===== src/rtl/decode_queue_if.sv =====
// rtl/decode_queue_if.sv - fetch-side and execute-side handshakes of the decode queue
interface decode_queue_if #(
  parameter int XLEN = 32
);
  logic            in_valid;
  logic            in_ready;
  logic [31:0]     in_instruction;
  logic [XLEN-1:0] in_pc;
  logic            flush;
  logic            out_valid;
  logic            out_ready;
  logic [XLEN-1:0] out_pc;
  logic [4:0]      out_rs1_address;
  logic [4:0]      out_rs2_address;
  logic [4:0]      out_rd_address;
  logic [XLEN-1:0] out_imm;
  logic [4:0]      out_alu_operator;
  logic [1:0]      out_operand1_src;
  logic [2:0]      out_operand2_src;
  logic            out_pc_operand1_src;
  logic [1:0]      out_next_pc_src;
  logic [1:0]      out_reg_write_data_src;
  logic            out_reg_write_enable;
  logic            out_ram_write_enable;
  logic            out_stdout_write_enable;
  logic            out_illegal;

  modport master (
    output in_valid, in_instruction, in_pc, flush, out_ready,
    input  in_ready, out_valid, out_pc, out_rs1_address, out_rs2_address, out_rd_address,
           out_imm, out_alu_operator, out_operand1_src, out_operand2_src, out_pc_operand1_src,
           out_next_pc_src, out_reg_write_data_src, out_reg_write_enable, out_ram_write_enable,
           out_stdout_write_enable, out_illegal
  );

  modport slave (
    input  in_valid, in_instruction, in_pc, flush, out_ready,
    output in_ready, out_valid, out_pc, out_rs1_address, out_rs2_address, out_rd_address,
           out_imm, out_alu_operator, out_operand1_src, out_operand2_src, out_pc_operand1_src,
           out_next_pc_src, out_reg_write_data_src, out_reg_write_enable, out_ram_write_enable,
           out_stdout_write_enable, out_illegal
  );
endinterface


===== src/rtl/decode_queue.sv =====
// rtl/decode_queue.sv - FIFO-buffered RISC-V decode stage with a registered output slot
module decode_queue #(
  parameter int XLEN         = 32,
  parameter int DEPTH        = 2,
  parameter int ENABLE_STDIO = 1
) (
  input  logic         clk,
  input  logic         rstn,
  decode_queue_if.slave bus
);
  localparam logic [4:0] ALU_ADD = 5'd0, ALU_SUB = 5'd1, ALU_SLL = 5'd2, ALU_SLT = 5'd3,
                         ALU_SLTU = 5'd4, ALU_XOR = 5'd5, ALU_SRL = 5'd6, ALU_SRA = 5'd7,
                         ALU_OR = 5'd8, ALU_AND = 5'd9;
  localparam logic [1:0] OP1_RS1 = 2'd0, OP1_PC = 2'd1, OP1_ZERO = 2'd2;
  localparam logic [2:0] OP2_RS2 = 3'd0, OP2_IMM = 3'd1, OP2_FOUR = 3'd2, OP2_ZERO = 3'd3;
  localparam logic       PC_OP1_PC = 1'b0, PC_OP1_RS1 = 1'b1;
  localparam logic [1:0] NOT_BRANCH = 2'd0, BRANCH_ON_ZERO = 2'd1, BRANCH_ON_NONZERO = 2'd2,
                         BRANCH_ALWAYS = 2'd3;
  localparam logic [1:0] WB_ALU = 2'd0, WB_RAM = 2'd1, WB_STDIN = 2'd2;
  localparam int         AW = $clog2(DEPTH);
  localparam logic [AW:0] FULL_COUNT = (AW+1)'(DEPTH);

  logic [31:0]     fifo_inst [DEPTH];
  logic [XLEN-1:0] fifo_pc   [DEPTH];
  logic [AW-1:0]   rd_ptr, wr_ptr;
  logic [AW:0]     count;

  logic fifo_empty, push, load_slot, bypass, pop, fifo_push;
  assign fifo_empty   = (count == '0);
  assign bus.in_ready = (count != FULL_COUNT) && !bus.flush;
  assign push         = bus.in_valid && bus.in_ready;
  assign load_slot    = !bus.out_valid || bus.out_ready;
  assign bypass       = push && fifo_empty && load_slot;
  assign pop          = load_slot && !fifo_empty;
  assign fifo_push    = push && !bypass;

  logic [31:0]     inst;
  logic [XLEN-1:0] dec_pc;
  assign inst   = fifo_empty ? bus.in_instruction : fifo_inst[rd_ptr];
  assign dec_pc = fifo_empty ? bus.in_pc : fifo_pc[rd_ptr];

  function automatic logic [XLEN-1:0] sext(input logic [31:0] v);
    logic [XLEN-1:0] r;
    r       = {XLEN{v[31]}};
    r[31:0] = v;
    return r;
  endfunction

  function automatic logic [4:0] alu_of(input logic [2:0] f3);
    case (f3)
      3'b001:  return ALU_SLL;
      3'b010:  return ALU_SLT;
      3'b011:  return ALU_SLTU;
      3'b100:  return ALU_XOR;
      3'b101:  return ALU_SRL;
      3'b110:  return ALU_OR;
      3'b111:  return ALU_AND;
      default: return ALU_ADD;
    endcase
  endfunction

  logic [2:0]      f3;
  logic [XLEN-1:0] imm_i, imm_iz, imm_s, imm_b, imm_u, imm_j;
  logic            shamt_ok;
  assign f3       = inst[14:12];
  assign imm_i    = sext({{20{inst[31]}}, inst[31:20]});
  assign imm_iz   = XLEN'(inst[31:20]);
  assign imm_s    = sext({{20{inst[31]}}, inst[31:25], inst[11:7]});
  assign imm_b    = sext({{19{inst[31]}}, inst[31], inst[7], inst[30:25], inst[11:8], 1'b0});
  assign imm_u    = sext({inst[31:12], 12'b0});
  assign imm_j    = sext({{11{inst[31]}}, inst[31], inst[19:12], inst[20], inst[30:21], 1'b0});
  // RV32 shifts have a 5-bit shamt, so bit 25 belongs to funct7 and must be clear
  assign shamt_ok = (XLEN == 64) || !inst[25];

  logic [4:0]      d_alu;
  logic [1:0]      d_op1, d_npc, d_wsrc;
  logic [2:0]      d_op2;
  logic            d_pcop1, d_rwe, d_mwe, d_swe, d_ill;
  logic [XLEN-1:0] d_imm;

  always_comb begin
    d_alu = ALU_ADD; d_op1 = OP1_RS1; d_op2 = OP2_RS2; d_pcop1 = PC_OP1_PC;
    d_npc = NOT_BRANCH; d_wsrc = WB_ALU; d_rwe = 1'b0; d_mwe = 1'b0; d_swe = 1'b0;
    d_imm = '0; d_ill = 1'b0;
    case (inst[6:0])
      7'b0110011: begin
        d_rwe = 1'b1; d_alu = alu_of(f3);
        if (inst[31:25] == 7'b0100000 && (f3 == 3'b000 || f3 == 3'b101))
          d_alu = (f3 == 3'b000) ? ALU_SUB : ALU_SRA;
        else if (inst[31:25] != 7'b0) d_ill = 1'b1;
      end
      7'b0010011: begin
        d_rwe = 1'b1; d_op2 = OP2_IMM; d_alu = alu_of(f3); d_imm = imm_i;
        case (f3)
          3'b011: d_imm = imm_iz;
          3'b001: begin
            d_imm = imm_iz;
            if (!(inst[31:26] == 6'b0 && shamt_ok)) d_ill = 1'b1;
          end
          3'b101: begin
            d_imm = imm_iz;
            if (inst[31:26] == 6'b010000 && shamt_ok) d_alu = ALU_SRA;
            else if (!(inst[31:26] == 6'b0 && shamt_ok)) d_ill = 1'b1;
          end
          default: ;
        endcase
      end
      7'b0000011: begin
        d_rwe = 1'b1; d_op2 = OP2_IMM; d_wsrc = WB_RAM; d_imm = imm_i;
        if (f3 == 3'b111 || (XLEN == 32 && (f3 == 3'b011 || f3 == 3'b110))) d_ill = 1'b1;
      end
      7'b0100011: begin
        d_mwe = 1'b1; d_op2 = OP2_IMM; d_imm = imm_s;
        if (f3[2] || (XLEN == 32 && f3 == 3'b011)) d_ill = 1'b1;
      end
      // the ALU result is tested for zero/non-zero, so each compare maps to SUB/SLT/SLTU
      7'b1100011: begin
        d_imm = imm_b;
        case (f3)
          3'b000:  begin d_alu = ALU_SUB;  d_npc = BRANCH_ON_ZERO;    end
          3'b001:  begin d_alu = ALU_SUB;  d_npc = BRANCH_ON_NONZERO; end
          3'b100:  begin d_alu = ALU_SLT;  d_npc = BRANCH_ON_NONZERO; end
          3'b101:  begin d_alu = ALU_SLT;  d_npc = BRANCH_ON_ZERO;    end
          3'b110:  begin d_alu = ALU_SLTU; d_npc = BRANCH_ON_NONZERO; end
          3'b111:  begin d_alu = ALU_SLTU; d_npc = BRANCH_ON_ZERO;    end
          default: d_ill = 1'b1;
        endcase
      end
      7'b1101111: begin
        d_rwe = 1'b1; d_op1 = OP1_PC; d_op2 = OP2_FOUR; d_npc = BRANCH_ALWAYS; d_imm = imm_j;
      end
      7'b1100111: begin
        d_rwe = 1'b1; d_op1 = OP1_PC; d_op2 = OP2_FOUR; d_npc = BRANCH_ALWAYS;
        d_pcop1 = PC_OP1_RS1; d_imm = imm_i;
        if (f3 != 3'b000) d_ill = 1'b1;
      end
      7'b0110111: begin d_rwe = 1'b1; d_op1 = OP1_ZERO; d_op2 = OP2_IMM; d_imm = imm_u; end
      7'b0010111: begin d_rwe = 1'b1; d_op1 = OP1_PC;   d_op2 = OP2_IMM; d_imm = imm_u; end
      7'b0001011: begin
        if (ENABLE_STDIO == 0)   d_ill = 1'b1;
        else if (f3 == 3'b000) begin d_rwe = 1'b1; d_wsrc = WB_STDIN; end
        else if (f3 == 3'b001) begin d_swe = 1'b1; d_op2 = OP2_ZERO; end
        else                     d_ill = 1'b1;
      end
      default: d_ill = 1'b1;
    endcase
    if (d_ill) begin
      d_alu = ALU_ADD; d_op1 = OP1_RS1; d_op2 = OP2_RS2; d_pcop1 = PC_OP1_PC;
      d_npc = NOT_BRANCH; d_wsrc = WB_ALU; d_rwe = 1'b0; d_mwe = 1'b0; d_swe = 1'b0;
      d_imm = '0;
    end
  end

  always_ff @(posedge clk) begin
    if (fifo_push) begin
      fifo_inst[wr_ptr] <= bus.in_instruction;
      fifo_pc[wr_ptr]   <= bus.in_pc;
    end
  end

  always_ff @(posedge clk or negedge rstn) begin
    if (!rstn) begin
      rd_ptr <= '0; wr_ptr <= '0; count <= '0;
    end else if (bus.flush) begin
      rd_ptr <= '0; wr_ptr <= '0; count <= '0;
    end else begin
      if (fifo_push) wr_ptr <= wr_ptr + 1'b1;
      if (pop)       rd_ptr <= rd_ptr + 1'b1;
      case ({fifo_push, pop})
        2'b10:   count <= count + 1'b1;
        2'b01:   count <= count - 1'b1;
        default: ;
      endcase
    end
  end

  always_ff @(posedge clk or negedge rstn) begin
    if (!rstn) begin
      bus.out_valid <= 1'b0; bus.out_pc <= '0; bus.out_imm <= '0;
      bus.out_rs1_address <= '0; bus.out_rs2_address <= '0; bus.out_rd_address <= '0;
      bus.out_alu_operator <= ALU_ADD; bus.out_operand1_src <= OP1_RS1;
      bus.out_operand2_src <= OP2_RS2; bus.out_pc_operand1_src <= PC_OP1_PC;
      bus.out_next_pc_src <= NOT_BRANCH; bus.out_reg_write_data_src <= WB_ALU;
      bus.out_reg_write_enable <= 1'b0; bus.out_ram_write_enable <= 1'b0;
      bus.out_stdout_write_enable <= 1'b0; bus.out_illegal <= 1'b0;
    end else if (bus.flush) begin
      bus.out_valid <= 1'b0;
    end else if (bypass || pop) begin
      bus.out_valid <= 1'b1; bus.out_pc <= dec_pc; bus.out_imm <= d_imm;
      bus.out_rs1_address <= inst[19:15]; bus.out_rs2_address <= inst[24:20];
      bus.out_rd_address <= inst[11:7];
      bus.out_alu_operator <= d_alu; bus.out_operand1_src <= d_op1;
      bus.out_operand2_src <= d_op2; bus.out_pc_operand1_src <= d_pcop1;
      bus.out_next_pc_src <= d_npc; bus.out_reg_write_data_src <= d_wsrc;
      bus.out_reg_write_enable <= d_rwe; bus.out_ram_write_enable <= d_mwe;
      bus.out_stdout_write_enable <= d_swe; bus.out_illegal <= d_ill;
    end else if (bus.out_ready) begin
      bus.out_valid <= 1'b0;
    end
  end
endmodule


===== src/flat_wrapper.sv =====
// flat-port wrapper written by rule: the top's interface ports become plain ports
module decode_queue_flat 
#(
  parameter int XLEN         = 32,
  parameter int DEPTH        = 2,
  parameter int ENABLE_STDIO = 1
)
  (clk, rstn, bus_in_valid, bus_in_instruction, bus_in_pc, bus_flush, bus_out_ready, bus_in_ready, bus_out_valid, bus_out_pc, bus_out_rs1_address, bus_out_rs2_address, bus_out_rd_address, bus_out_imm, bus_out_alu_operator, bus_out_operand1_src, bus_out_operand2_src, bus_out_pc_operand1_src, bus_out_next_pc_src, bus_out_reg_write_data_src, bus_out_reg_write_enable, bus_out_ram_write_enable, bus_out_stdout_write_enable, bus_out_illegal);
  decode_queue_if #(.XLEN(XLEN)) bus_i ();
  input  logic clk;
  input  logic rstn;
  input wire logic [$bits(bus_i.in_valid)-1:0] bus_in_valid;
  input wire logic [$bits(bus_i.in_instruction)-1:0] bus_in_instruction;
  input wire logic [$bits(bus_i.in_pc)-1:0] bus_in_pc;
  input wire logic [$bits(bus_i.flush)-1:0] bus_flush;
  input wire logic [$bits(bus_i.out_ready)-1:0] bus_out_ready;
  output wire logic [$bits(bus_i.in_ready)-1:0] bus_in_ready;
  output wire logic [$bits(bus_i.out_valid)-1:0] bus_out_valid;
  output wire logic [$bits(bus_i.out_pc)-1:0] bus_out_pc;
  output wire logic [$bits(bus_i.out_rs1_address)-1:0] bus_out_rs1_address;
  output wire logic [$bits(bus_i.out_rs2_address)-1:0] bus_out_rs2_address;
  output wire logic [$bits(bus_i.out_rd_address)-1:0] bus_out_rd_address;
  output wire logic [$bits(bus_i.out_imm)-1:0] bus_out_imm;
  output wire logic [$bits(bus_i.out_alu_operator)-1:0] bus_out_alu_operator;
  output wire logic [$bits(bus_i.out_operand1_src)-1:0] bus_out_operand1_src;
  output wire logic [$bits(bus_i.out_operand2_src)-1:0] bus_out_operand2_src;
  output wire logic [$bits(bus_i.out_pc_operand1_src)-1:0] bus_out_pc_operand1_src;
  output wire logic [$bits(bus_i.out_next_pc_src)-1:0] bus_out_next_pc_src;
  output wire logic [$bits(bus_i.out_reg_write_data_src)-1:0] bus_out_reg_write_data_src;
  output wire logic [$bits(bus_i.out_reg_write_enable)-1:0] bus_out_reg_write_enable;
  output wire logic [$bits(bus_i.out_ram_write_enable)-1:0] bus_out_ram_write_enable;
  output wire logic [$bits(bus_i.out_stdout_write_enable)-1:0] bus_out_stdout_write_enable;
  output wire logic [$bits(bus_i.out_illegal)-1:0] bus_out_illegal;
  assign bus_i.in_valid = bus_in_valid;
  assign bus_i.in_instruction = bus_in_instruction;
  assign bus_i.in_pc = bus_in_pc;
  assign bus_i.flush = bus_flush;
  assign bus_i.out_ready = bus_out_ready;
  assign bus_in_ready = bus_i.in_ready;
  assign bus_out_valid = bus_i.out_valid;
  assign bus_out_pc = bus_i.out_pc;
  assign bus_out_rs1_address = bus_i.out_rs1_address;
  assign bus_out_rs2_address = bus_i.out_rs2_address;
  assign bus_out_rd_address = bus_i.out_rd_address;
  assign bus_out_imm = bus_i.out_imm;
  assign bus_out_alu_operator = bus_i.out_alu_operator;
  assign bus_out_operand1_src = bus_i.out_operand1_src;
  assign bus_out_operand2_src = bus_i.out_operand2_src;
  assign bus_out_pc_operand1_src = bus_i.out_pc_operand1_src;
  assign bus_out_next_pc_src = bus_i.out_next_pc_src;
  assign bus_out_reg_write_data_src = bus_i.out_reg_write_data_src;
  assign bus_out_reg_write_enable = bus_i.out_reg_write_enable;
  assign bus_out_ram_write_enable = bus_i.out_ram_write_enable;
  assign bus_out_stdout_write_enable = bus_i.out_stdout_write_enable;
  assign bus_out_illegal = bus_i.out_illegal;
  decode_queue #(.XLEN(XLEN), .DEPTH(DEPTH), .ENABLE_STDIO(ENABLE_STDIO)) u_core (.clk(clk), .rstn(rstn), .bus(bus_i));
endmodule

===== config.mk =====
export PLATFORM = sky130hd
export DESIGN_NAME = decode_queue_flat
export DESIGN_NICKNAME = d
export VERILOG_FILES = /design/src/rtl/decode_queue_if.sv /design/src/rtl/decode_queue.sv /design/src/flat_wrapper.sv
export SDC_FILE = /design/constraint.sdc
export NUM_CORES = 1
export LEC_CHECK = 0
export BUFFER_PORTS_ARGS = -buffer_cell sky130_fd_sc_hd__buf_2
export CAP_MARGIN = 25
export CORE_UTILIZATION = 50
export CTS_BUF_LIST = sky130_fd_sc_hd__clkbuf_8
export CTS_CLUSTER_SIZE = 16
export DETAILED_ROUTE_END_ITERATION = 7
export PLACE_DENSITY = 0.75
export SLEW_MARGIN = 20
export SYNTH_ARGS = -nofsm -noshare
export SYNTH_HDL_FRONTEND = slang
export SYNTH_SLANG_ARGS = --single-unit

===== constraint.sdc =====
create_clock -name clk -period 14 [get_ports clk]
set_input_delay 1.4 -clock clk [delete_from_list [all_inputs] [get_ports clk]]
set_output_delay 1.4 -clock clk [all_outputs]
set_load 0.005 [all_outputs]

# [Yosys cells after proc, flatten, opt, wreduce, memory -nomap -nowiden]
# Memories as Yosys holds them, arrays and structs flattened.
# Cells that the tools add are included.
[totals] ff_bits=103 ramBits=128 in_bits=69 out_inout_bits=100 wordCells=151 mem_count=2
[mem_list] name="u_core.fifo_inst" words=2 word_bits=32 read_ports=1 rd_ports_with_merged_regs=0 wr=1 line="decode_queue.sv:23" source="logic [31:0] fifo_inst [DEPTH];"
[mem_list] name="u_core.fifo_pc" words=2 word_bits=32 read_ports=1 rd_ports_with_merged_regs=0 wr=1 line="decode_queue.sv:24" source="logic [XLEN-1:0] fifo_pc [DEPTH];"
[op_classes] addsub=4 n_eq_ne=22 n_mux=59 n_bitwise=1 n_reduce_logical=44
[ops] op="$pmux W32 S6" count=1
[ops] op="$mux W32" count=4
[ops] op="$mux W1" count=29
[ops] op="$eq A7 B6 Y1 const B" count=4
[ops] op="$pmux W4 S7" count=1
[ops] op="$eq A7 B7 Y1 const B" count=3
[ops] op="$pmux W2 S2" count=5
[ops] op="$pmux W3 S3" count=2
[ops] op="$mux W5" count=3
[ops] op="$pmux W5 S3" count=1
[ops] op="$reduce_or A3 Y1" count=5
[ops] op="$eq A7 B5 Y1 const B" count=2
[ops] op="$eq A3 B3 Y1 const B" count=4
[ops] op="$mux W2" count=6
[ops] op="$reduce_or A2 Y1" count=6
[ops] op="$logic_and A1 B1 Y1" count=9
[ops] op="$mux W3" count=3
[ops] op="$reduce_bool A3 Y1" count=3
[ops] op="$pmux W1 S8" count=1
[ops] op="$eq A7 B2 Y1 const B" count=1
[ops] op="$eq A7 B4 Y1 const B" count=1
[ops] op="$reduce_bool A7 Y1" count=1
[ops] op="$reduce_or A7 Y1" count=1
[ops] op="$eq A3 B2 Y1 const B" count=2
[ops] op="20 further kinds" count=32

# [Logic depth before layout (Yosys ltp)]
# Gate-level depths: netlist of the first run.
[logic_depth] ltp_word=10 ltp_mapped=13 mapped_depth_nobuf=7

# [Worst setup path after synthesis of the first run]
# Ideal clock, no wire load.
[synth_path] path_kind="input -> register" from="input port bus_out_ready" to="memory u_core.fifo_inst[0][0] (enable)" t_arrival_ns=4.460 t_required_ns=13.513 path_slack_ns=9.053 path_stages=4 cell_sequence="nand2b_1 > nand2_1 > nand3_1 > nor2_1"
[synth_via] elab_chain_cells=6
[synth_lines] item="start, declared" line="flat_wrapper.sv:16" source="input wire logic [$bits(bus_i.out_ready)-1:0] bus_out_ready;"
[synth_lines] item="$logic_or A1 B1 Y1" line="decode_queue.sv:32" source="assign load_slot = !bus.out_valid || bus.out_ready;"
[synth_lines] item="$logic_and A1 B1 Y1" line="decode_queue.sv:33" source="assign bypass = push && fifo_empty && load_slot;"
[synth_lines] item="$logic_not A1 Y1" line="decode_queue.sv:35" source="assign fifo_push = push && !bypass;"
[synth_lines] item="$logic_and A1 B1 Y1" line="decode_queue.sv:35"
[synth_lines] item="$mux W1" line="decode_queue.sv:155" source="if (fifo_push) begin"
[synth_lines] item="$mux W1 (not written as such)" line="decode_queue.sv:156" source="fifo_inst[wr_ptr] <= bus.in_instruction;"
[synth_lines] item="end, declared" line="decode_queue.sv:23"
# Every way passes these cells.

# [Worst setup path in the final report of the first run]
[layout_path] from="register u_core.count[1]" to="register u_core.bus.out_alu_operator[3] (netlist name)"
[layout_via] elab_chain_cells=9
[layout_lines] item="start, declared" line="decode_queue.sv:26" source="logic [AW:0] count;"
[layout_lines] item="start signal, assigned" line="decode_queue.sv:170" source="2'b10: count <= count + 1'b1;"
[layout_lines] item="start signal, assigned" line="decode_queue.sv:171" source="2'b01: count <= count - 1'b1;"
[layout_lines] item="$logic_not A2 Y1" line="decode_queue.sv:29" source="assign fifo_empty = (count == '0);"
[layout_lines] item="$mux W32" line="decode_queue.sv:39" source="assign inst = fifo_empty ? bus.in_instruction : fifo_inst[rd_ptr];"
[layout_lines] item="$logic_not A6 Y1 / $logic_not A1 Y1 (equally long branches)" line="decode_queue.sv:98, decode_queue.sv:103, decode_queue.sv:73"
[layout_lines] item="$logic_and A1 B1 Y1" line="decode_queue.sv:98, decode_queue.sv:103"
[layout_lines] item="$mux W1" line="decode_queue.sv:98, decode_queue.sv:103"
[layout_lines] item="$mux W1" line="decode_queue.sv:102" source="if (inst[31:26] == 6'b010000 && shamt_ok) d_alu = ALU_SRA;"
[layout_lines] item="$pmux W1 S2" line="decode_queue.sv:94" source="case (f3)"
[layout_lines] item="$pmux W1 S8" line="decode_queue.sv:85" source="case (inst[6:0])"
[layout_lines] item="$mux W5" line="decode_queue.sv:147" source="if (d_ill) begin"
[layout_lines] item="end signal, assigned" line="decode_queue.sv:192" source="bus.out_alu_operator <= d_alu; bus.out_operand1_src <= d_op1;"
[layout_lines] item="end, declared" line="decode_queue_if.sv:39" source="out_imm, out_alu_operator, out_operand1_src, out_operand2_src, out_pc_operand1_src,"
# Parallel ways exist; a longest one is shown, timed or not.
# A chain may end at the register's enable or synchronous reset.

==> results of run 1 <==
==> layout by cell type (no fill, tap or decap), types with 8 or more instances in the layout <==
master	netlist	final
sky130_fd_sc_hd__inv_1	10	27
sky130_fd_sc_hd__o22ai_1	8	8
sky130_fd_sc_hd__nor2_1	63	60
sky130_fd_sc_hd__dfrtp_1	101	100
sky130_fd_sc_hd__clkbuf_8	0	46
sky130_fd_sc_hd__a32o_1	10	10
sky130_fd_sc_hd__a21oi_1	86	86
sky130_fd_sc_hd__nand2_1	106	106
sky130_fd_sc_hd__a21o_1	9	9
sky130_fd_sc_hd__edfxtp_1	128	128
sky130_fd_sc_hd__buf_2	4	165
sky130_fd_sc_hd__o21ai_0	63	62
sky130_fd_sc_hd__nor3_1	20	20
sky130_fd_sc_hd__buf_4	2	13
sky130_fd_sc_hd__mux2i_1	63	63
sky130_fd_sc_hd__o21ai_2	30	30
==> sequential cells by signal, indices dropped and copies added (netlist names), 4 cells and up <==
register	cells
u_core.bus.out_alu_operator	4
u_core.bus.out_pc	32
u_core.bus.out_rd_address	5
u_core.fifo_pc	64
u_core.bus.out_rs2_address	5
u_core.fifo_inst	64
u_core.bus.out_rs1_address	5
u_core.bus.out_imm	32
==> final timing paths <==
check                                                             end  cells after the start  slack, ns                              from
setup / recovery           u_core.bus.out_alu_operator[3]$_DFFE_PN0P_                      8       9.89       u_core.count[1]$_DFFE_PN0P_
hold / removal                       u_core.bus.out_pc[0]$_DFFE_PN0P_                      2       0.47  u_core.bus.out_pc[0]$_DFFE_PN0P_
setup reg to reg           u_core.bus.out_alu_operator[3]$_DFFE_PN0P_                      8       9.89       u_core.count[1]$_DFFE_PN0P_
hold reg to reg                      u_core.bus.out_pc[0]$_DFFE_PN0P_                      2       0.47  u_core.bus.out_pc[0]$_DFFE_PN0P_
max in group asynchronous          u_core.bus.out_imm[25]$_DFFE_PN0P_                      3      12.22                              rstn
min in group asynchronous           u_core.bus.out_pc[19]$_DFFE_PN0P_                      1       0.77                              rstn
==> through the flow <==
step	cell area (µm²)	power, W	cells	hold WS [ns]
5_1_grt	11680	0.001538	1287	0.4940
3_3_place_gp	10890	0.0009238	1213	0.4556
6_report	11680	0.001476	1287	0.4690
3_5_place_dp	10910	0.0009282	1214	0.4603
2_1_floorplan	9866	0.0008566	824	0.4733
4_1_cts	11650	0.001487	1285	0.4736
==> power breakdown <==
part / switching, W / internal, W / total (W)
Clock: 0.000261 / 0.000299 / 0.000560
Combinational: 0.0000929 / 0.0000592 / 0.000152
Sequential: 0.0000172 / 0.000747 / 0.000764
==> worst register-to-register path: stages (launching register included) <==
cell,delay [ns]
sky130_fd_sc_hd__dfrtp_1,0.86
sky130_fd_sc_hd__or2_4,0.46
sky130_fd_sc_hd__a21oi_1,0.19
sky130_fd_sc_hd__or4_4,0.53
sky130_fd_sc_hd__nor3_1,0.30
sky130_fd_sc_hd__o31a_1,0.35
sky130_fd_sc_hd__or4b_2,0.91
sky130_fd_sc_hd__buf_12,0.29
sky130_fd_sc_hd__o21ai_0,0.15
==> logic make-up (layout without fill, tap and decap cells) <==
group           after synthesis  in the layout  share of synthesized area, %
mux                          69             69                         7.079
other cells                   1              2                       0.03802
flops                       229            229                         64.60
simple gates                220            220                         9.719
compound gates              239            239                         15.33
buf+inv                      63            261                         3.058
xor+xnor                      2              2                        0.1777
==> cell type report <==
class / count / area, µm²
Fill cell: 1669 / 7715
Clock inverter: 25 / 108.9
Tap cell: 265 / 331.6
Timing Repair Buffer: 180 / 970.9
Multi-Input combinational cell: 532 / 3227
Clock buffer: 46 / 633.1
Inverter: 10 / 37.54
Sequential cell: 229 / 6375
==> metal layers <==
metal	track usage [%]	vias up
met5	0	-
met4	7.640	0
met1	33.22	3383
met2	36.66	233
met3	5.552	44
li1	-	3357
==> metrics.txt, run 1 <==
# TYPE chip_impl_metric gauge
chip_impl_info{name="timing.critical_path.slowest_stage_cell",value="sky130_fd_sc_hd__or4b_2"} 1
chip_impl_info{name="ws_path_type",value="reg -> reg"} 1
chip_impl_metric{name="finalSetupViolCount",unit=""} 0
chip_impl_metric{name="cts-resized-gates",unit=""} 0
chip_impl_metric{name="synth.top_cell.area_share",unit="%"} 38.97
chip_impl_metric{name="number_of_post_cts_setup_repair_buffers",unit=""} 0
chip_impl_metric{name="vias",unit=""} 7017
chip_impl_metric{name="routed-wl-met3",unit="µm"} 1530
chip_impl_metric{name="wirelength",unit="µm"} 23450
chip_impl_metric{name="crit_path_max_fanout",unit=""} 26
chip_impl_metric{name="post_synth_num_cell_types",unit=""} 56
chip_impl_metric{name="place_congestion",unit=""} 0.9357
chip_impl_metric{name="critical-path-max-stage-delay",unit="ns"} 0.90
chip_impl_metric{name="combined_buffer_and_inverter_count_along_the_critical_path",unit=""} 1
chip_impl_metric{name="clk_pin_slew_worst_paths",unit="ns"} 0.06
chip_impl_info{name="synth_most_common_cell",value="sky130_fd_sc_hd__edfxtp_1"} 1
chip_impl_metric{name="die-area",unit="µm²"} 20290
chip_impl_metric{name="crit_arrival",unit="ns"} 4.55
chip_impl_info{name="run_status",value="complete, no violations"} 1
chip_impl_metric{name="wl_per_cell",unit="µm"} 18.22
chip_impl_metric{name="drt.antenna.violating_nets",unit=""} 0
chip_impl_metric{name="postSynthAreaPerCell",unit="µm²"} 11.98
chip_impl_metric{name="post-route-util",unit="%"} 60.23
chip_impl_info{name="timing.critical_path.from_type",value="register"} 1
chip_impl_metric{name="cts_num_sinks",unit=""} 229
chip_impl_metric{name="final_hold_viol_count",unit=""} 0
chip_impl_metric{name="clock_path_buffers",unit=""} 3
chip_impl_info{name="cts-root-buf",value="sky130_fd_sc_hd__clkbuf_8"} 1
chip_impl_metric{name="die_y_extent",unit="µm"} 142.4
chip_impl_metric{name="mappedNetlistArea",unit="µm²"} 9862
chip_impl_metric{name="core-area",unit="µm²"} 19400
chip_impl_metric{name="maximum_number_of_pins_on_one_net_before_global_route_repair",unit=""} 98
chip_impl_metric{name="track_usage",unit="%"} 23.74
chip_impl_metric{name="slew_headroom",unit="%"} 34.20
chip_impl_info{name="critical_path.endpoint_type",value="register"} 1
chip_impl_metric{name="tritoncts.num_buffers",unit=""} 39
chip_impl_metric{name="min_period",unit="ns"} 4.107
chip_impl_info{name="top_signal_layer_used",value="met4"} 1
chip_impl_metric{name="die_width",unit="µm"} 142.4
chip_impl_info{name="worst_path_dominant_cell_family",value="simple AND/OR/NAND/NOR gates"} 1
chip_impl_metric{name="dp.final_hpwl",unit="µm"} 15300
chip_impl_metric{name="total_of_max_cap_violations",unit=""} 0
chip_impl_metric{name="max_slew.worst_pin.slew",unit="ns"} 0.9870
chip_impl_metric{name="area_growth",unit="%"} 18.47
chip_impl_metric{name="synthCells",unit=""} 823
chip_impl_info{name="yosys-top-cells-count",value="sky130_fd_sc_hd__edfxtp_1 (128), sky130_fd_sc_hd__nand2_1 (106), sky130_fd_sc_hd__dfrtp_1 (101)"} 1
chip_impl_metric{name="globalRoute.totalOverflow",unit=""} 0
chip_impl_metric{name="antenna_found_initial",unit=""} 0
chip_impl_metric{name="synth-edff-count",unit=""} 128
chip_impl_metric{name="detailroute.wirelength.met2",unit="µm"} 10700
chip_impl_metric{name="drt-pass1-iter-count",unit=""} 5
chip_impl_metric{name="clock_latency",unit="ns"} 0.53
chip_impl_info{name="clock_tree_from_tritoncts",value="yes"} 1
chip_impl_metric{name="clock_skew",unit="ns"} 0.01395
chip_impl_metric{name="ys_seq_elements",unit=""} 229
chip_impl_info{name="unrepaired_setup_endpoints_after_global_routing",value="false"} 1
chip_impl_metric{name="route.detailed.drc",unit=""} 0
chip_impl_metric{name="routedLengthMet1",unit="µm"} 10790
chip_impl_metric{name="io_buffer_count",unit=""} 166
chip_impl_metric{name="max_freq",unit="MHz"} 243.5
chip_impl_metric{name="yosysSeqAreaShare",unit="%"} 64.60
chip_impl_info{name="worstPathCellList",value="or2_4 > a21oi_1 > or4_4 > nor3_1 > o31a_1 > or4b_2 > buf_12 > o21ai_0"} 1
chip_impl_metric{name="detailedRoute.firstIterationViolations",unit=""} 461
chip_impl_metric{name="post_route_cells_drive_above_1_share",unit="%"} 27.69
chip_impl_metric{name="global_route_wire_length_before_repair",unit="µm"} 36990
chip_impl_metric{name="irDropWorstVdd",unit="mV"} 0.07379
chip_impl_metric{name="vias_per_cell",unit=""} 5.452
chip_impl_metric{name="critical_path_required",unit="ns"} 14.45
chip_impl_info{name="synth.top_cells.by_area",value="sky130_fd_sc_hd__edfxtp_1 (39%), sky130_fd_sc_hd__dfrtp_1 (26%), sky130_fd_sc_hd__mux2i_1 (6.4%), sky130_fd_sc_hd__a21oi_1 (4.4%), sky130_fd_sc_hd__nand2_1 (4.0%)"} 1
chip_impl_metric{name="fin_nets",unit=""} 1061
chip_impl_metric{name="rows",unit=""} 51
chip_impl_metric{name="postCtsHoldBufs",unit=""} 0
chip_impl_metric{name="timing.setup.tns",unit="ns"} 0
chip_impl_metric{name="floorplan.initialDensity",unit="%"} 50.84
chip_impl_metric{name="antenna_cells_inserted",unit=""} 0
chip_impl_info{name="hp-class",value="reg -> reg"} 1
chip_impl_metric{name="synthArstFlopShare",unit="%"} 44.10
chip_impl_metric{name="post-route-period-util",unit="%"} 29.33
chip_impl_metric{name="synthesis.yosys.warnings",unit=""} 0
chip_impl_info{name="synth_area_leader_cell",value="sky130_fd_sc_hd__edfxtp_1"} 1
chip_impl_metric{name="clock_h_tree_levels",unit=""} 2
chip_impl_metric{name="num_io_pins",unit=""} 169
chip_impl_info{name="postSynth.topFlopCell",value="sky130_fd_sc_hd__edfxtp_1"} 1
chip_impl_metric{name="powerDensity",unit="nW/µm²"} 126.4
chip_impl_metric{name="number_of_global_route_vias_before_repair",unit=""} 6898
chip_impl_metric{name="final-max-slew-violation-count",unit=""} 0
chip_impl_metric{name="timing.final.ws_setup",unit="ns"} 9.893
chip_impl_metric{name="dp_slack",unit="ns"} 9.552
chip_impl_metric{name="power_leakage",unit="nW"} 4.824
(Power assumes the default switching activity.)
==> run 2, diff against run 1 <==
--- a/config.mk
+++ b/config.mk
@@ -11,7 +11,7 @@
 export CTS_BUF_LIST = sky130_fd_sc_hd__clkbuf_8
 export CTS_CLUSTER_SIZE = 16
 export DETAILED_ROUTE_END_ITERATION = 7
-export PLACE_DENSITY = 0.75
+export PLACE_DENSITY = 0.78
 export SLEW_MARGIN = 20
 export SYNTH_ARGS = -nofsm -noshare
 export SYNTH_HDL_FRONTEND = slang
==> constraint.sdc (replaced) <==
create_clock -name clk -period 3.3 [get_ports clk]
set_input_delay 0.33 -clock clk [delete_from_list [all_inputs] [get_ports clk]]
set_output_delay 0.33 -clock clk [all_outputs]
set_load 0.005 [all_outputs]
==> metrics.txt, run 2 (same netlist as run 1, synthesis figures left out) <==
# TYPE chip_impl_metric gauge
chip_impl_metric{name="core-area",unit="µm²"} 19400
chip_impl_metric{name="post-route-util",unit="%"} 64.18
chip_impl_metric{name="postPlaceCellArea",unit="µm²"} 11100
chip_impl_metric{name="layout_fillers",unit=""} 1521
chip_impl_metric{name="globalRoute.totalOverflow",unit=""} 0
chip_impl_metric{name="wl_per_cell",unit="µm"} 18.44
chip_impl_metric{name="route.detailed.drc",unit=""} 0
chip_impl_metric{name="drt-pass1-iter-count",unit=""} 5
chip_impl_metric{name="io_buffer_count",unit=""} 166
chip_impl_metric{name="final-max-slew-violation-count",unit=""} 0
chip_impl_metric{name="finalSetupViolCount",unit=""} 0
chip_impl_metric{name="clock_latency",unit="ns"} 0.55
chip_impl_metric{name="rows",unit=""} 51
chip_impl_metric{name="num_io_pins",unit=""} 169
chip_impl_metric{name="dp_slack",unit="ns"} 0.1004
chip_impl_metric{name="max_slew.worst_pin.slew",unit="ns"} 0.9503
chip_impl_info{name="layout_commonest_cell",value="sky130_fd_sc_hd__buf_2"} 1
chip_impl_metric{name="wirelength",unit="µm"} 25190
chip_impl_metric{name="post_route_cells_drive_above_1_share",unit="%"} 27.70
chip_impl_info{name="cts-root-buf",value="sky130_fd_sc_hd__clkbuf_8"} 1
chip_impl_metric{name="combinationalPowerShare",unit="%"} 11.5
chip_impl_metric{name="tritoncts.num_buffers",unit=""} 39
chip_impl_metric{name="dp.final_hpwl",unit="µm"} 16250
chip_impl_metric{name="p_clk_share",unit="%"} 38.1
chip_impl_metric{name="share_seq_of_total_power",unit="%"} 50.4
chip_impl_metric{name="final_hold_viol_count",unit=""} 0
chip_impl_metric{name="die-area",unit="µm²"} 20290
chip_impl_metric{name="drt.antenna.violating_nets",unit=""} 0
chip_impl_metric{name="post-route-period-util",unit="%"} 95.83
chip_impl_metric{name="instances_no_fill",unit=""} 1366
chip_impl_metric{name="power_leakage",unit="nW"} 5.183
chip_impl_metric{name="timing.setup.tns",unit="ns"} 0
chip_impl_info{name="timing.critical_path.from_type",value="register"} 1
chip_impl_metric{name="placed_cells",unit=""} 1236
chip_impl_metric{name="detailedRoute.firstIterationViolations",unit=""} 581
chip_impl_metric{name="fin_nets",unit=""} 1141
chip_impl_metric{name="place_congestion",unit=""} 0.9369
chip_impl_metric{name="powerDensity",unit="nW/µm²"} 515.2
chip_impl_metric{name="clock_skew",unit="ns"} 0.02072
chip_impl_metric{name="min_period",unit="ns"} 3.162
chip_impl_info{name="unrepaired_setup_endpoints_after_global_routing",value="false"} 1
chip_impl_info{name="reg_top3",value="u_core.fifo_inst x64, u_core.fifo_pc x64"} 1
chip_impl_info{name="ws_path_type",value="reg -> reg"} 1
chip_impl_info{name="critical_path.endpoint_type",value="register"} 1
chip_impl_metric{name="timing.final.ws_setup",unit="ns"} 0.1377
chip_impl_metric{name="final_cell_area",unit="µm²"} 12450
chip_impl_metric{name="clock_path_buffers",unit=""} 3
chip_impl_metric{name="power_switching_share",unit="%"} 25.64
chip_impl_metric{name="antenna_cells_inserted",unit=""} 0
chip_impl_metric{name="vias",unit=""} 7414
chip_impl_info{name="layout_common_cells",value="sky130_fd_sc_hd__buf_2 (165), sky130_fd_sc_hd__edfxtp_1 (128), sky130_fd_sc_hd__nand2_1 (106)"} 1
chip_impl_metric{name="vias_per_cell",unit=""} 5.428
chip_impl_info{name="run_status",value="complete, no violations"} 1
chip_impl_metric{name="critical_path_required",unit="ns"} 3.70
chip_impl_metric{name="power_switching",unit="W"} 0.001645
chip_impl_metric{name="cts_num_sinks",unit=""} 229
chip_impl_metric{name="global_route_wire_length_before_repair",unit="µm"} 39160
chip_impl_metric{name="clock_h_tree_levels",unit=""} 2
chip_impl_metric{name="slew_headroom",unit="%"} 36.30
chip_impl_metric{name="maximum_number_of_pins_on_one_net_before_global_route_repair",unit=""} 139
chip_impl_metric{name="antenna_found_initial",unit=""} 1
chip_impl_info{name="clock_tree_from_tritoncts",value="yes"} 1
chip_impl_metric{name="floorplan.initialDensity",unit="%"} 50.84
chip_impl_metric{name="area_growth",unit="%"} 26.24
chip_impl_metric{name="clk_pin_slew_worst_paths",unit="ns"} 0.06
chip_impl_metric{name="number_of_post_cts_setup_repair_buffers",unit=""} 0
chip_impl_metric{name="max_freq",unit="MHz"} 316.2
chip_impl_info{name="hp-class",value="in -> reg"} 1
chip_impl_metric{name="number_of_global_route_vias_before_repair",unit=""} 7316
chip_impl_metric{name="total_of_max_cap_violations",unit=""} 0
chip_impl_metric{name="crit_path_max_fanout",unit=""} 34
chip_impl_metric{name="irDropWorstVdd",unit="mV"} 0.3537
chip_impl_metric{name="track_usage",unit="%"} 25.15
chip_impl_metric{name="die_y_extent",unit="µm"} 142.4
chip_impl_metric{name="crit_arrival",unit="ns"} 3.56
chip_impl_metric{name="internal-power",unit="W"} 0.004770
chip_impl_metric{name="die_width",unit="µm"} 142.4
run 2: cell types whose count changed in the layout (fill, tap and decap cells not counted), moves of 2 or more:
cell / previous run / this run
sky130_fd_sc_hd__clkbuf_8: 46 / 43
sky130_fd_sc_hd__clkinv_2: 2 / 6
sky130_fd_sc_hd__buf_12: 1 / 3
sky130_fd_sc_hd__clkinv_1: 3 / 1
sky130_fd_sc_hd__buf_4: 13 / 31
sky130_fd_sc_hd__dlygate4sd3_1: 0 / 60
run 2: area by class of cell:
class                   count  area [µm²]  share of cell area [%]
clock inverters            27       156.4                   1.256
multi-input cells         532        3227                   25.92
well taps                 265       331.6                   2.663
clock buffers              43       591.8                   4.754
flip-flops and latches    229        6375                   51.21
repair buffers            260        1730                   13.90
inverters                  10       37.54                  0.3015
run 2: metrics by stage:
stage	hold WS, ns	total power [W]
2_1_floorplan	0.03441	0.003633
3_3_place_gp	0.3807	0.003944
3_5_place_dp	0.3834	0.003965
4_1_cts	0.0009700	0.006443
5_1_grt	0.01097	0.006674
6_report	0.01746	0.006414
run 2: path summary, 6_finish.rpt:
check                                                        from                                  to  slack [ns]  depth (start not counted)
max in group asynchronous                                    rstn  u_core.bus.out_imm[29]$_DFFE_PN0P_        2.25                          3
worst min register to register  u_core.bus.out_imm[5]$_DFFE_PN0P_   u_core.bus.out_imm[5]$_DFFE_PN0P_        0.47                          2
worst min-delay path                       bus_in_instruction[14]   u_core.fifo_inst[0][14]$_DFFE_PP_        0.02                          1
min in group asynchronous                                    rstn   u_core.bus.out_pc[31]$_DFFE_PN0P_        0.35                          2
worst max register to register          u_core.rd_ptr$_DFFE_PN0P_  u_core.bus.out_illegal$_DFFE_PN0P_        0.14                          8
worst max-delay path                    u_core.rd_ptr$_DFFE_PN0P_  u_core.bus.out_illegal$_DFFE_PN0P_        0.14                          8
run 2: timing repair:
| item | CTS | global route |
|---|---|---|
| setup endpoints to repair | 0 | 6 |
| gates resized for setup | 0 | 1 |
| endpoints found under the hold margin | 161 | 0 |
| hold buffers | 60 | 0 |
run 2: power groups by stage:
stage	sequential, W	clock (W)	combinational [W]
2_1_floorplan	0.00329	0	0.000339
3_3_place_gp	0.00328	0	0.000663
3_5_place_dp	0.00329	0	0.000677
4_1_cts	0.00323	0.00247	0.000736
5_1_grt	0.00325	0.00261	0.000812
6_report	0.00324	0.00244	0.000737
run 2: per-layer routing:
| layer | track usage [%] | vias to the layer above | share of wire (%) |
|---|---|---|---|
| li1 | - | 3520 | - |
| met1 | 33.36 | 3551 | 43 |
| met2 | 40.14 | 292 | 47 |
| met3 | 5.787 | 49 | 6.9 |
| met4 | 9.960 | 2 | 2.8 |
| met5 | 0 | - | 0.040 |
run 2: critical path, stage by stage (launching register included):
cell and delay, ns:
sky130_fd_sc_hd__dfrtp_4 0.52, sky130_fd_sc_hd__mux2i_1 0.20, sky130_fd_sc_hd__a21oi_2 0.10, sky130_fd_sc_hd__or4_4 0.57, sky130_fd_sc_hd__o311a_1 0.36, sky130_fd_sc_hd__a31o_1 0.21, sky130_fd_sc_hd__or4b_2 0.69, sky130_fd_sc_hd__buf_12 0.22
sky130_fd_sc_hd__a21boi_0 0.14
